## src/rtl/vertex_averager.sv

```systemverilog
// vertex_averager: signed per-channel mean of COUNT packed vertex words.
// Define VERTEX_AVERAGER_ROUND_NEAREST_EN for round-half-away-from-zero.
module vertex_averager #(
  parameter int ADDR_W   = 9,
  parameter int DATA_W   = 32,
  parameter int CHANNELS = 3,
  parameter int FIELD_W  = 10,
  parameter int MAX_PTS  = 8
) (
  input  logic                     clk,
  input  logic                     rst,
  input  logic                     start,
  input  logic [ADDR_W-1:0]        src_base,
  input  logic [$clog2(MAX_PTS):0] count,
  input  logic [ADDR_W-1:0]        dst_addr,
  output logic                     src_en,
  output logic [ADDR_W-1:0]        src_a,
  input  logic [DATA_W-1:0]        src_do,
  output logic                     dst_en,
  output logic [DATA_W/8-1:0]      dst_we,
  output logic [ADDR_W-1:0]        dst_a,
  output logic [DATA_W-1:0]        dst_di,
  output logic                     busy,
  output logic                     done,
  output logic                     err
);

  localparam int CNT_W = $clog2(MAX_PTS) + 1;
  localparam int ACC_W = FIELD_W + $clog2(MAX_PTS) + 1;
  localparam int REM_W = CNT_W;
  localparam int DC_W  = $clog2(ACC_W + 1);

  typedef enum logic [2:0] {
    S_IDLE,
    S_READ,
    S_DRAIN,
    S_DIV,
    S_WRITE,
    S_DONE
  } state_t;

  state_t state_q, state_d;

  logic [ADDR_W-1:0] base_q, base_d;
  logic [ADDR_W-1:0] dst_q, dst_d;
  logic [CNT_W-1:0]  cnt_q, cnt_d;
  logic [CNT_W-1:0]  idx_q, idx_d;
  logic [DC_W-1:0]   dcnt_q, dcnt_d;
  logic              rd_vld_q, rd_vld_d;
  logic              err_q, err_d;

  logic [CHANNELS-1:0][ACC_W-1:0] acc_q, acc_d;
  logic [CHANNELS-1:0][ACC_W-1:0] quo_q, quo_d;
  logic [CHANNELS-1:0][REM_W-1:0] rem_q, rem_d;
  logic [CHANNELS-1:0]            neg_q, neg_d;

  logic [CHANNELS-1:0][FIELD_W-1:0] fld;
  logic [CHANNELS-1:0][ACC_W-1:0]   acc_sum;
  logic [CHANNELS-1:0][ACC_W-1:0]   mag;
  logic [CHANNELS-1:0]              sgn;
  logic [CHANNELS-1:0][REM_W-1:0]   rem_sh;
  logic [CHANNELS-1:0][REM_W-1:0]   rem_nx;
  logic [CHANNELS-1:0][ACC_W-1:0]   quo_nx;
  logic [CHANNELS-1:0][FIELD_W-1:0] res;
  logic [DATA_W-1:0]                pack;

  logic cnt_ok;
  logic unused_ok;

  assign cnt_ok = (count != '0) && (count <= CNT_W'(MAX_PTS));
  assign unused_ok = ^{src_do, rem_q};

  // Per-channel datapath: accumulate, take magnitude, one restoring step.
  always_comb begin
    fld     = '0;
    acc_sum = acc_q;
    mag     = '0;
    sgn     = '0;
    rem_sh  = '0;
    rem_nx  = '0;
    quo_nx  = '0;
    res     = '0;
    pack    = '0;
    for (int c = 0; c < CHANNELS; c++) begin
      fld[c] = src_do[c*FIELD_W +: FIELD_W];
      if (rd_vld_q) begin
        acc_sum[c] = acc_q[c] +
          {{(ACC_W-FIELD_W){fld[c][FIELD_W-1]}}, fld[c]};
      end
      sgn[c] = acc_sum[c][ACC_W-1];
      mag[c] = sgn[c] ? (~acc_sum[c] + ACC_W'(1)) : acc_sum[c];
`ifdef VERTEX_AVERAGER_ROUND_NEAREST_EN
      mag[c] = mag[c] + ACC_W'(cnt_q >> 1);
`endif
      rem_sh[c] = {rem_q[c][REM_W-2:0], quo_q[c][ACC_W-1]};
      if (rem_sh[c] >= cnt_q) begin
        rem_nx[c] = rem_sh[c] - cnt_q;
        quo_nx[c] = {quo_q[c][ACC_W-2:0], 1'b1};
      end else begin
        rem_nx[c] = rem_sh[c];
        quo_nx[c] = {quo_q[c][ACC_W-2:0], 1'b0};
      end
      res[c] = neg_q[c] ? (~quo_q[c][FIELD_W-1:0] + FIELD_W'(1))
                        : quo_q[c][FIELD_W-1:0];
      pack[c*FIELD_W +: FIELD_W] = res[c];
    end
  end

  always_comb begin
    state_d  = state_q;
    base_d   = base_q;
    dst_d    = dst_q;
    cnt_d    = cnt_q;
    idx_d    = idx_q;
    dcnt_d   = dcnt_q;
    acc_d    = acc_q;
    quo_d    = quo_q;
    rem_d    = rem_q;
    neg_d    = neg_q;
    rd_vld_d = 1'b0;
    err_d    = 1'b0;
    unique case (state_q)
      S_IDLE: begin
        if (start && cnt_ok) begin
          base_d  = src_base;
          dst_d   = dst_addr;
          cnt_d   = count;
          idx_d   = '0;
          acc_d   = '0;
          state_d = S_READ;
        end else if (start) begin
          err_d = 1'b1;
        end
      end
      S_READ: begin
        rd_vld_d = 1'b1;
        acc_d    = acc_sum;
        idx_d    = idx_q + CNT_W'(1);
        if (idx_q == cnt_q - CNT_W'(1)) begin
          state_d = S_DRAIN;
        end
      end
      S_DRAIN: begin
        // Last word lands here; divider is seeded with the magnitude.
        acc_d   = acc_sum;
        quo_d   = mag;
        neg_d   = sgn;
        rem_d   = '0;
        dcnt_d  = '0;
        state_d = S_DIV;
      end
      S_DIV: begin
        quo_d  = quo_nx;
        rem_d  = rem_nx;
        dcnt_d = dcnt_q + DC_W'(1);
        if (dcnt_q == DC_W'(ACC_W - 1)) begin
          state_d = S_WRITE;
        end
      end
      S_WRITE: state_d = S_DONE;
      S_DONE:  state_d = S_IDLE;
      default: state_d = S_IDLE;
    endcase
  end

  always_ff @(posedge clk or posedge rst) begin
    if (rst) begin
      state_q  <= S_IDLE;
      base_q   <= '0;
      dst_q    <= '0;
      cnt_q    <= '0;
      idx_q    <= '0;
      dcnt_q   <= '0;
      acc_q    <= '0;
      quo_q    <= '0;
      rem_q    <= '0;
      neg_q    <= '0;
      rd_vld_q <= 1'b0;
      err_q    <= 1'b0;
    end else begin
      state_q  <= state_d;
      base_q   <= base_d;
      dst_q    <= dst_d;
      cnt_q    <= cnt_d;
      idx_q    <= idx_d;
      dcnt_q   <= dcnt_d;
      acc_q    <= acc_d;
      quo_q    <= quo_d;
      rem_q    <= rem_d;
      neg_q    <= neg_d;
      rd_vld_q <= rd_vld_d;
      err_q    <= err_d;
    end
  end

  always_comb begin
    src_en = 1'b0;
    src_a  = '0;
    dst_en = 1'b0;
    dst_we = '0;
    dst_a  = '0;
    dst_di = '0;
    busy   = 1'b0;
    done   = 1'b0;
    err    = err_q;
    unique case (state_q)
      S_READ: begin
        busy   = 1'b1;
        src_en = 1'b1;
        src_a  = base_q + ADDR_W'(idx_q);
      end
      S_DRAIN: busy = 1'b1;
      S_DIV:   busy = 1'b1;
      S_WRITE: begin
        busy   = 1'b1;
        dst_en = 1'b1;
        dst_we = '1;
        dst_a  = dst_q;
        dst_di = pack;
      end
      S_DONE:  done = 1'b1;
      default: ;
    endcase
  end

endmodule

```

## config.mk

```make
export PLATFORM = sky130hd
export DESIGN_NAME = vertex_averager
export DESIGN_NICKNAME = d
export VERILOG_FILES = /design/src/rtl/vertex_averager.sv
export SDC_FILE = /design/constraint.sdc
export NUM_CORES = 1
export LEC_CHECK = 0
export CORE_MARGIN = 3
export CORE_UTILIZATION = 35
export DETAILED_ROUTE_END_ITERATION = 8
export PLACE_DENSITY = 0.63
export SLEW_MARGIN = 10
export SYNTH_ARGS = -nofsm -noshare
export SYNTH_HDL_FRONTEND = slang
export SYNTH_SLANG_ARGS = --single-unit
```

## constraint.sdc

```tcl
create_clock -name clk -period 6.7 [get_ports clk]
set_input_delay 0.67 -clock clk [delete_from_list [all_inputs] [get_ports clk]]
set_output_delay 0.67 -clock clk [all_outputs]
set_load 0.03 [all_outputs]
```

==> impl_results.html, run 1 <==
<table>
<tr><th>Metric</th><th>Value</th></tr>
<tr><th colspan="2">STA</th></tr>
<tr><td>Unrepaired setup endpoints after global routing</td><td>no</td></tr>
<tr><td>Worst slack on hold paths</td><td>0.4789 ns</td></tr>
<tr><td>Setup skew after layout</td><td>0.01454 ns</td></tr>
<tr><td>Maximum clock frequency</td><td>0.2559 GHz</td></tr>
<tr><td>Final period utilization</td><td>58.32%</td></tr>
<tr><td>Slew at the pin closest to its max-slew limit</td><td>0.9124 ns</td></tr>
<tr><td>Min Tclk post-route</td><td>3.908 ns</td></tr>
<tr><td>Setup-failing EPs final</td><td>0</td></tr>
<tr><td>Total count of max-transition violations in the final report</td><td>0</td></tr>
<tr><td>Final hold violations</td><td>0</td></tr>
<tr><td>Tightest slew margin relative to the limit</td><td>37.60%</td></tr>
<tr><td>Setup TNS after final layout</td><td>0 ns</td></tr>
<tr><th colspan="2">Global routing</th></tr>
<tr><td>Global routing met2 resource utilization</td><td>29.01%</td></tr>
<tr><td>GR peak layer</td><td>met2</td></tr>
<tr><td>Largest net degree at the start of global routing</td><td>88</td></tr>
<tr><td>Global Route met1 Usage</td><td>22.95%</td></tr>
<tr><td>Global-route congestion overflow total</td><td>0</td></tr>
<tr><td>Antenna violations before repair</td><td>0</td></tr>
<tr><td>Vias in the first global route</td><td>8864</td></tr>
<tr><td>Global Route met3 Usage</td><td>2.118%</td></tr>
<tr><td>Wire length of the first global-routing pass</td><td>44700 um</td></tr>
<tr><td>GRT Util Overall</td><td>17.23%</td></tr>
<tr><th colspan="2">Detailed routing</th></tr>
<tr><td>Vias per cell</td><td>5.476</td></tr>
<tr><td>DRC violation count after routing</td><td>0</td></tr>
<tr><td>Routed WL per cell</td><td>15.97 um</td></tr>
<tr><td>Routed via count</td><td>9162</td></tr>
<tr><td>Count of routing violations after the opening detailed-route iteration</td><td>547</td></tr>
<tr><td>Wire length after detailed routing</td><td>26720 um</td></tr>
<tr><td>Antenna viol nets, final</td><td>0</td></tr>
<tr><td>Number of detailed-route iterations in the first pass</td><td>5</td></tr>
<tr><th colspan="2">Logic synthesis</th></tr>
<tr><td>Most instantiated cells after synthesis</td><td>dfrtp_1 (131), nand2_1 (127), o21ai_0 (96)</td></tr>
<tr><td>Commonest register cell after synthesis</td><td>dfrtp_1</td></tr>
<tr><td>Number of flops mapped to enable cells by yosys</td><td>0</td></tr>
<tr><td>Most numerous cell in the Yosys netlist</td><td>dfrtp_1</td></tr>
<tr><td>Top-area cell type share of the netlist area</td><td>31.85%</td></tr>
<tr><td>Library cell occupying the most area in the post-synthesis netlist</td><td>dfrtp_1</td></tr>
<tr><td>Cell Area, Synth</td><td>0.01029 sq mm</td></tr>
<tr><td>Fraction of registers with async set/reset</td><td>100.0%</td></tr>
<tr><td>Netlist cell types</td><td>85</td></tr>
<tr><td>Sequential-to-total area share from yosys stat</td><td>31.85%</td></tr>
<tr><td>Post-Synthesis Mean Instance Area</td><td>8.542 sq um</td></tr>
<tr><td>Instance count of the mapped netlist</td><td>1205</td></tr>
<tr><td>Largest cells by area after synthesis</td><td>dfrtp_1 (32%), ha_1 (7.9%), o21ai_0 (4.7%)</td></tr>
<tr><td>Flip-flop and latch count after synthesis</td><td>131</td></tr>
<tr><td>YS warnings</td><td>0</td></tr>
<tr><th colspan="2">Critical path</th></tr>
<tr><td>Max FO, Critical Path</td><td>4</td></tr>
<tr><td>Slack of the worst reg-to-reg path</td><td>3.21 ns</td></tr>
<tr><td>Kind of end point of the critical path</td><td>flip-flop</td></tr>
<tr><td>Reg-to-Reg End</td><td>quo_q[39]</td></tr>
<tr><td>Category of the critical setup timing path</td><td>input pin to flip-flop</td></tr>
<tr><td>RR Startpoint</td><td>acc_q[28]</td></tr>
<tr><td>Worst setup path start</td><td>src_do[20]</td></tr>
<tr><td>Worst Reg-to-Reg Cells</td><td>12</td></tr>
<tr><td>Required time of the critical path</td><td>7.00 ns</td></tr>
<tr><td>Endpoint of the most critical setup path</td><td>quo_q[39]</td></tr>
<tr><td>Data arrival time of the worst path</td><td>4.21 ns</td></tr>
<tr><td>Kind of launch point of the worst setup path</td><td>input pin</td></tr>
<tr><th colspan="2">Cells and area</th></tr>
<tr><td>Layout cell share with drive strength beyond 1</td><td>7.370%</td></tr>
<tr><td>P&amp;R area growth vs syn</td><td>19.46%</td></tr>
<tr><td>Post-route design area</td><td>0.01230 sq mm</td></tr>
<tr><td>Number of fillers in the final layout</td><td>2877</td></tr>
<tr><td>Final Net Count</td><td>1405</td></tr>
<tr><td>Antenna cells</td><td>0</td></tr>
<tr><th colspan="2">Clock network</th></tr>
<tr><td>Post-cts hold buffer count</td><td>0</td></tr>
<tr><td>Worst-case clock buffer depth</td><td>2</td></tr>
<tr><td>Sinks on the clock net</td><td>131</td></tr>
<tr><td>Clock tree from TritonCTS</td><td>yes</td></tr>
<tr><td>Clock latency at the later pin of the worst-skew pair</td><td>0.43 ns</td></tr>
<tr><td>Number of gates given a new drive strength after cts</td><td>0</td></tr>
<tr><td>Setup fix buffers added after clock tree synthesis</td><td>0</td></tr>
<tr><td>Number of H-tree branching levels</td><td>4</td></tr>
<tr><td>Clock buffer count from CTS</td><td>17</td></tr>
<tr><td>Root Buffer Master</td><td>clkbuf_16</td></tr>
<tr><td>Clock-pin transition on the worst setup and hold timing paths</td><td>0.06 ns</td></tr>
<tr><th colspan="2">Power and ir drop</th></tr>
<tr><td>Sum of internal, switching and leakage power</td><td>6.400 mW</td></tr>
<tr><td>VDD IR max</td><td>0.0002812 V</td></tr>
<tr><td>Leakage power figure</td><td>5.259 nW</td></tr>
<tr><td>PwrDens</td><td>520.4 mW/mm^2</td></tr>
<tr><th colspan="2">Floorplanning</th></tr>
<tr><td>Die area</td><td>0.03150 sq mm</td></tr>
<tr><td>Die span in y</td><td>177.5 um</td></tr>
<tr><td>Number of placement rows</td><td>62</td></tr>
<tr><td>Floorplan Core Area</td><td>0.02886 sq mm</td></tr>
<tr><td>Ports placed on the boundary</td><td>116</td></tr>
<tr><td>Die boundary width</td><td>177.5 um</td></tr>
<tr><td>Initial core utilization</td><td>35.67%</td></tr>
<tr><th colspan="2">Place</th></tr>
<tr><td>HPWL Detailed</td><td>18980 um</td></tr>
<tr><td>Number of port buffers</td><td>111</td></tr>
<tr><td>Global placer's final weighted congestion</td><td>0.8199</td></tr>
<tr><td>Placed Area</td><td>0.01167 sq mm</td></tr>
<tr><th colspan="2">Outcome</th></tr>
<tr><td>Run status</td><td>completed</td></tr>
<tr><th colspan="2">Job</th></tr>
<tr><td>Max capacitance violation total</td><td>0</td></tr>
<tr><th colspan="2">Worst hold path</th></tr>
<tr><td>Hold/Removal Path Class</td><td>flip-flop to flip-flop</td></tr>
</table>
[placed cells by master (no fill, tap or decap), types with 12 or more instances in the layout]
cell	n
dfrtp_1	129
nand2_1	127
clkdlybuf4s50_1	111
o21ai_0	96
nor2_1	94
a21oi_1	80
ha_1	65
xor2_1	42
nand3_1	36
inv_1	35
xnor2_1	35
nor3_1	31
mux2i_1	27
mux2_2	25
a21o_1	23
nor2b_1	22
and3_1	21
clkbuf_16	17
a31oi_1	14
and2_1	14
o21a_1	13
o31ai_1	12
[worst min-delay path by stage]
stage / cells past startpoint / slack [ns] / end / from
6_report: 2 / 0.48 / quo_q[39] / quo_q[39]
5_1_grt: 1 / 0.52 / quo_q[26] / quo_q[26]
4_1_cts: 2 / 0.48 / quo_q[39] / quo_q[39]
3_5_place_dp: 2 / 0.47 / quo_q[39] / quo_q[39]
3_3_place_gp: 2 / 0.46 / quo_q[39] / quo_q[39]
2_1_floorplan: 2 / 0.44 / quo_q[39] / quo_q[39]
[critical path, cell delays in order]
cell	delay, ns
clkdlybuf4s50_1	0.52
ha_1	0.22
inv_1	0.07
fa_1	0.42
nand2b_1	0.22
a2111oi_0	0.82
nor3_1	0.15
nor3_1	0.40
nor2b_1	0.18
nand3_1	0.10
nor2b_1	0.17
mux2i_1	0.17
nand3_1	0.09
[registers in the layout, summed over array words and instances, names as in the netlist]
name and cells:
err 1, rem_q 9, idx_q 4, dst_q 9, base_q 9, state_q 3
rd_vld_q 1, cnt_q 4, acc_q 42, neg_q 3, dcnt_q 4, quo_q 42
[kinds of logic (layout without fill, tap and decap cells)]
group / count (synthesis) / count (layout) / share of synthesized area [%]
and+or+nand+nor: 414 / 414 / 19.80
other: 1 / 2 / 0.03643
adders and majority gates: 72 / 72 / 9.262
AOI/OAI and AO/OA: 351 / 351 / 22.69
xor gates and xnor gates: 77 / 77 / 6.552
DFF: 131 / 131 / 31.85
buffers and inverters: 106 / 189 / 4.315
muxes: 53 / 53 / 5.494
[layer usage]
metal | up-vias | share of wire (%)
li1 | 4525 | -
met1 | 4440 | 47
met2 | 172 | 49
met3 | 25 | 2.8
met4 | 0 | 1.6
met5 | - | 0
[stage by stage]
step	instances	setup slack (ns)	utilization (%)
final	1673	2.792	42.61
after floorplan	1206	2.532	-
after detailed placement	1641	2.397	40.45
after global placement	1641	2.473	40.45
after global routing	1673	2.537	42.61
after CTS	1673	2.839	42.61
[final cells by class]
class                           count  area, sq um  share of cell area, %
Multi-Input combinational cell    969         6585                  53.55
Sequential cell                   131         3281                  26.68
Timing Repair Buffer              121         1186                  9.646
Tap cell                          384        480.5                  3.907
Clock buffer                       17        425.4                  3.460
Clock inverter                     15        198.9                  1.618
Inverter                           36        140.1                  1.140
[where the power goes]
part	internal, mW	leakage (nW)	switching, mW
registers	1.14	1.64	0.396
clock network	0.598	0.296	0.415
logic	1.58	3.32	2.27
Power figures use the tool's default switching activity.
==> run 2, diff against run 1 <==
--- a/config.mk
+++ b/config.mk
@@ -8,7 +8,7 @@
 export CORE_MARGIN = 3
 export CORE_UTILIZATION = 35
 export DETAILED_ROUTE_END_ITERATION = 8
-export PLACE_DENSITY = 0.63
+export PLACE_DENSITY = 0.65
 export SLEW_MARGIN = 10
 export SYNTH_ARGS = -nofsm -noshare
 export SYNTH_HDL_FRONTEND = slang
==> constraint.sdc (replaced) <==
create_clock -name clk -period 3.58 [get_ports clk]
set_input_delay 0.358 -clock clk [delete_from_list [all_inputs] [get_ports clk]]
set_output_delay 0.358 -clock clk [all_outputs]
set_load 0.03 [all_outputs]
==> run 2 against run 1 <==
Compared with the run above: combinational power up 100%; worst setup slack got worse by 2.6 ns; first-iteration DRC count increased by 24%; global-route usage is 0.45 points higher; clock power up 83%; critical path type is now flip-flop to output port; largest power group unchanged; highest routed layer unchanged.
==> impl_results.html, run 2 (same netlist as run 1, synthesis figures left out) <==
<table>
<tr><th>Metric</th><th>Value</th></tr>
<tr><th colspan="2">Outcome</th></tr>
<tr><td>Run status</td><td>completed</td></tr>
<tr><th colspan="2">Cells and area</th></tr>
<tr><td>Final core utilization</td><td>43.86% (+1.2 points)</td></tr>
<tr><td>Layout cell share with drive strength beyond 1</td><td>10.56% (+3.2 points)</td></tr>
<tr><td>Area taken by multi-input logic gates</td><td>0.006585 sq mm (unchanged)</td></tr>
<tr><td>P&amp;R area growth vs syn</td><td>22.96%</td></tr>
<tr><td>Highest-count cells in the layout ignoring fill and taps</td><td>dfrtp_1 (129), nand2_1 (127), clkdlybuf4s50_1 (110)</td></tr>
<tr><td>Number of fillers in the final layout</td><td>2855 (-0.76%)</td></tr>
<tr><td>Leading cell type in the layout, fill and taps excluded</td><td>dfrtp_1</td></tr>
<tr><td>Largest regs</td><td>acc_q: 42 flops, quo_q: 42 flops</td></tr>
<tr><td>Antenna cells</td><td>0 (unchanged)</td></tr>
<tr><td>Total area of sequential cells</td><td>0.003281 sq mm (unchanged)</td></tr>
<tr><td>Final Net Count</td><td>1451 (+3.3%)</td></tr>
<tr><th colspan="2">STA</th></tr>
<tr><td>Setup skew after layout</td><td>0.009291 ns (-0.005252 ns)</td></tr>
<tr><td>Tightest slew margin relative to the limit</td><td>48.98% (+11 points)</td></tr>
<tr><td>Unrepaired setup endpoints after global routing</td><td>no</td></tr>
<tr><td>Slew at the pin closest to its max-slew limit</td><td>0.7645 ns (-0.1479 ns)</td></tr>
<tr><td>Final period utilization</td><td>93.73%</td></tr>
<tr><td>Setup-failing EPs final</td><td>0 (unchanged)</td></tr>
<tr><td>Total count of max-transition violations in the final report</td><td>0 (unchanged)</td></tr>
<tr><td>Setup TNS after final layout</td><td>0 ns (unchanged)</td></tr>
<tr><td>Min Tclk post-route</td><td>3.355 ns</td></tr>
<tr><td>Final hold violations</td><td>0 (unchanged)</td></tr>
<tr><td>Maximum clock frequency</td><td>0.2980 GHz</td></tr>
<tr><th colspan="2">Detailed routing</th></tr>
<tr><td>Number of detailed-route iterations in the first pass</td><td>5 (unchanged)</td></tr>
<tr><td>Wire length after detailed routing</td><td>27630 um (+3.4%)</td></tr>
<tr><td>Vias per cell</td><td>5.466 (-0.19%)</td></tr>
<tr><td>Count of routing violations after the opening detailed-route iteration</td><td>678 (+24%)</td></tr>
<tr><td>DRC violation count after routing</td><td>0 (unchanged)</td></tr>
<tr><td>Antenna viol nets, final</td><td>0 (unchanged)</td></tr>
<tr><td>Routed WL per cell</td><td>16.07 um (+0.65%)</td></tr>
<tr><td>Routed via count</td><td>9396 (+2.6%)</td></tr>
<tr><th colspan="2">Power and ir drop</th></tr>
<tr><td>Int Pwr</td><td>6.497 mW (+96%)</td></tr>
<tr><td>Switching part of the total power</td><td>47.63% (-0.53 points)</td></tr>
<tr><td>PwrDens</td><td>980.1 mW/mm^2 (+88%)</td></tr>
<tr><td>Comb power frac</td><td>62.6% (+2.4 points)</td></tr>
<tr><td>Switch Pwr</td><td>5.909 mW (+92%)</td></tr>
<tr><td>Clock share of power</td><td>14.9% (-0.9 points)</td></tr>
<tr><td>Leakage power figure</td><td>5.502 nW (+4.6%)</td></tr>
<tr><td>Power share of the sequential group</td><td>22.5% (-1.5 points)</td></tr>
<tr><td>VDD IR max</td><td>0.0004337 V (+54%)</td></tr>
<tr><th colspan="2">Clock network</th></tr>
<tr><td>Number of H-tree branching levels</td><td>4 (unchanged)</td></tr>
<tr><td>Root Buffer Master</td><td>clkbuf_16</td></tr>
<tr><td>Clock-pin transition on the worst setup and hold timing paths</td><td>0.07 ns (about the same)</td></tr>
<tr><td>Clock latency at the later pin of the worst-skew pair</td><td>0.42 ns (about the same)</td></tr>
<tr><td>Worst-case clock buffer depth</td><td>2 (unchanged)</td></tr>
<tr><td>Clock buffer count from CTS</td><td>17 (unchanged)</td></tr>
<tr><td>Clock tree from TritonCTS</td><td>yes</td></tr>
<tr><td>Sinks on the clock net</td><td>131 (unchanged)</td></tr>
<tr><th colspan="2">Global routing</th></tr>
<tr><td>Global-route congestion overflow total</td><td>0 (unchanged)</td></tr>
<tr><td>Antenna violations before repair</td><td>0 (unchanged)</td></tr>
<tr><td>GRT Util Overall</td><td>17.68% (+0.45 points)</td></tr>
<tr><td>Largest net degree at the start of global routing</td><td>113 (+28%)</td></tr>
<tr><td>Vias in the first global route</td><td>9225 (+4.1%)</td></tr>
<tr><td>Wire length of the first global-routing pass</td><td>45870 um (+2.6%)</td></tr>
<tr><th colspan="2">Floorplanning</th></tr>
<tr><td>Initial core utilization</td><td>35.67% (unchanged)</td></tr>
<tr><td>Floorplan Core Area</td><td>0.02886 sq mm (unchanged)</td></tr>
<tr><td>Ports placed on the boundary</td><td>116 (unchanged)</td></tr>
<tr><td>Number of placement rows</td><td>62 (unchanged)</td></tr>
<tr><td>Die area</td><td>0.03150 sq mm (unchanged)</td></tr>
<tr><td>Die boundary width</td><td>177.5 um (unchanged)</td></tr>
<tr><td>Die span in y</td><td>177.5 um (unchanged)</td></tr>
<tr><th colspan="2">Critical path</th></tr>
<tr><td>Data arrival time of the worst path</td><td>3.00 ns (-1.21 ns)</td></tr>
<tr><td>Max FO, Critical Path</td><td>7 (+3)</td></tr>
<tr><td>Kind of launch point of the worst setup path</td><td>flip-flop</td></tr>
<tr><td>Worst setup path start</td><td>idx_q[0]</td></tr>
<tr><td>Category of the critical setup timing path</td><td>flip-flop to output port</td></tr>
<tr><td>Kind of end point of the critical path</td><td>output port</td></tr>
<tr><td>RR Startpoint</td><td>acc_q[0]</td></tr>
<tr><td>Required time of the critical path</td><td>3.22 ns (-3.78 ns)</td></tr>
<tr><td>Slack of the worst reg-to-reg path</td><td>0.37 ns (-2.84 ns)</td></tr>
<tr><th colspan="2">Worst hold path</th></tr>
<tr><td>Hold/Removal Path Class</td><td>input pin to asynchronous set/reset pin</td></tr>
<tr><th colspan="2">Job</th></tr>
<tr><td>Max capacitance violation total</td><td>0 (unchanged)</td></tr>
<tr><th colspan="2">Place</th></tr>
<tr><td>HPWL Detailed</td><td>19970 um (+5.3%)</td></tr>
<tr><td>Global placer's final weighted congestion</td><td>0.8972 (+9.4%)</td></tr>
<tr><td>Number of port buffers</td><td>111 (unchanged)</td></tr>
</table>
[run 2: cell types whose count changed in the layout (fill, tap and decap cells not counted), sizes merged]
cell,before,now
buf,10,56
clkinvlp,3,2
dlymetal6s2s,0,1
bufinv,3,2
inv,42,44
clkdlybuf4s50,111,110
[run 2: stage by stage]
step	instances	area (sq um)	hold WS (ns)	setup slack, ns	power (mW)
floorplan	1206	10300	0.4412	0.6565	8.265
global placement	1687	12040	0.4584	0.07963	10.37
detailed placement	1687	12040	0.4699	0.01965	10.58
CTS	1719	12650	0.3668	0.1539	12.48
global route	1719	12660	0.3985	0.02905	13.51
finish	1719	12660	0.3526	0.2246	12.41
[run 2: final timing paths]
path                                   to  cells past startpoint
worst max-delay path             src_a[6]                      8
worst min-delay path            base_q[2]                      2
worst max register to register  quo_q[11]                     12
worst min register to register  quo_q[11]                      2
max in group asynchronous        rd_vld_q                      3
min in group clk                quo_q[11]                      2
[run 2: area by class of cell]
cell class	count	area share, %
tap	384	3.796
clock buffer	17	3.361
timing repair buffer	167	12.32
inverter	36	1.097
multi-input combinational	969	52.03
sequential	131	25.92
clock inverter	15	1.483
[run 2: layer usage]
layer | vias up | global-route usage [%] | wire length [um]
met2 | 196 | 31.28 | 13750
li1 | 4627 | - | -
met5 | - | 0 | 0
met4 | 0 | 4.941 | 512
met1 | 4530 | 22.32 | 12350
met3 | 43 | 2.674 | 1011
[run 2: power by group through the flow]
stage | clock network, mW | logic [mW] | registers (mW)
floorplan | 0 | 5.69 | 2.57
global placement | 0 | 7.59 | 2.79
detailed placement | 0 | 7.77 | 2.81
CTS | 1.87 | 7.82 | 2.79
global route | 1.95 | 8.68 | 2.89
finish | 1.85 | 7.77 | 2.79
[run 2: critical path, stage by stage (launching register included)]
cell             delay (ns)
dfrtp_1                0.47
ha_1                   0.25
fa_1                   0.41
a21o_1                 0.17
a21oi_1                0.22
nor2_1                 0.11
xnor2_1                0.13
nor2_1                 0.12
clkdlybuf4s50_1        0.69
[run 2: timing repair]
| action | in CTS | in global routing |
|---|---|---|
| setup endpoints to repair | 0 | 1 |
| hold buffers | 0 | 0 |
| endpoints found under the hold margin | 0 | 0 |
| resized for setup | 0 | 1 |
| setup buffers | 0 | 0 |
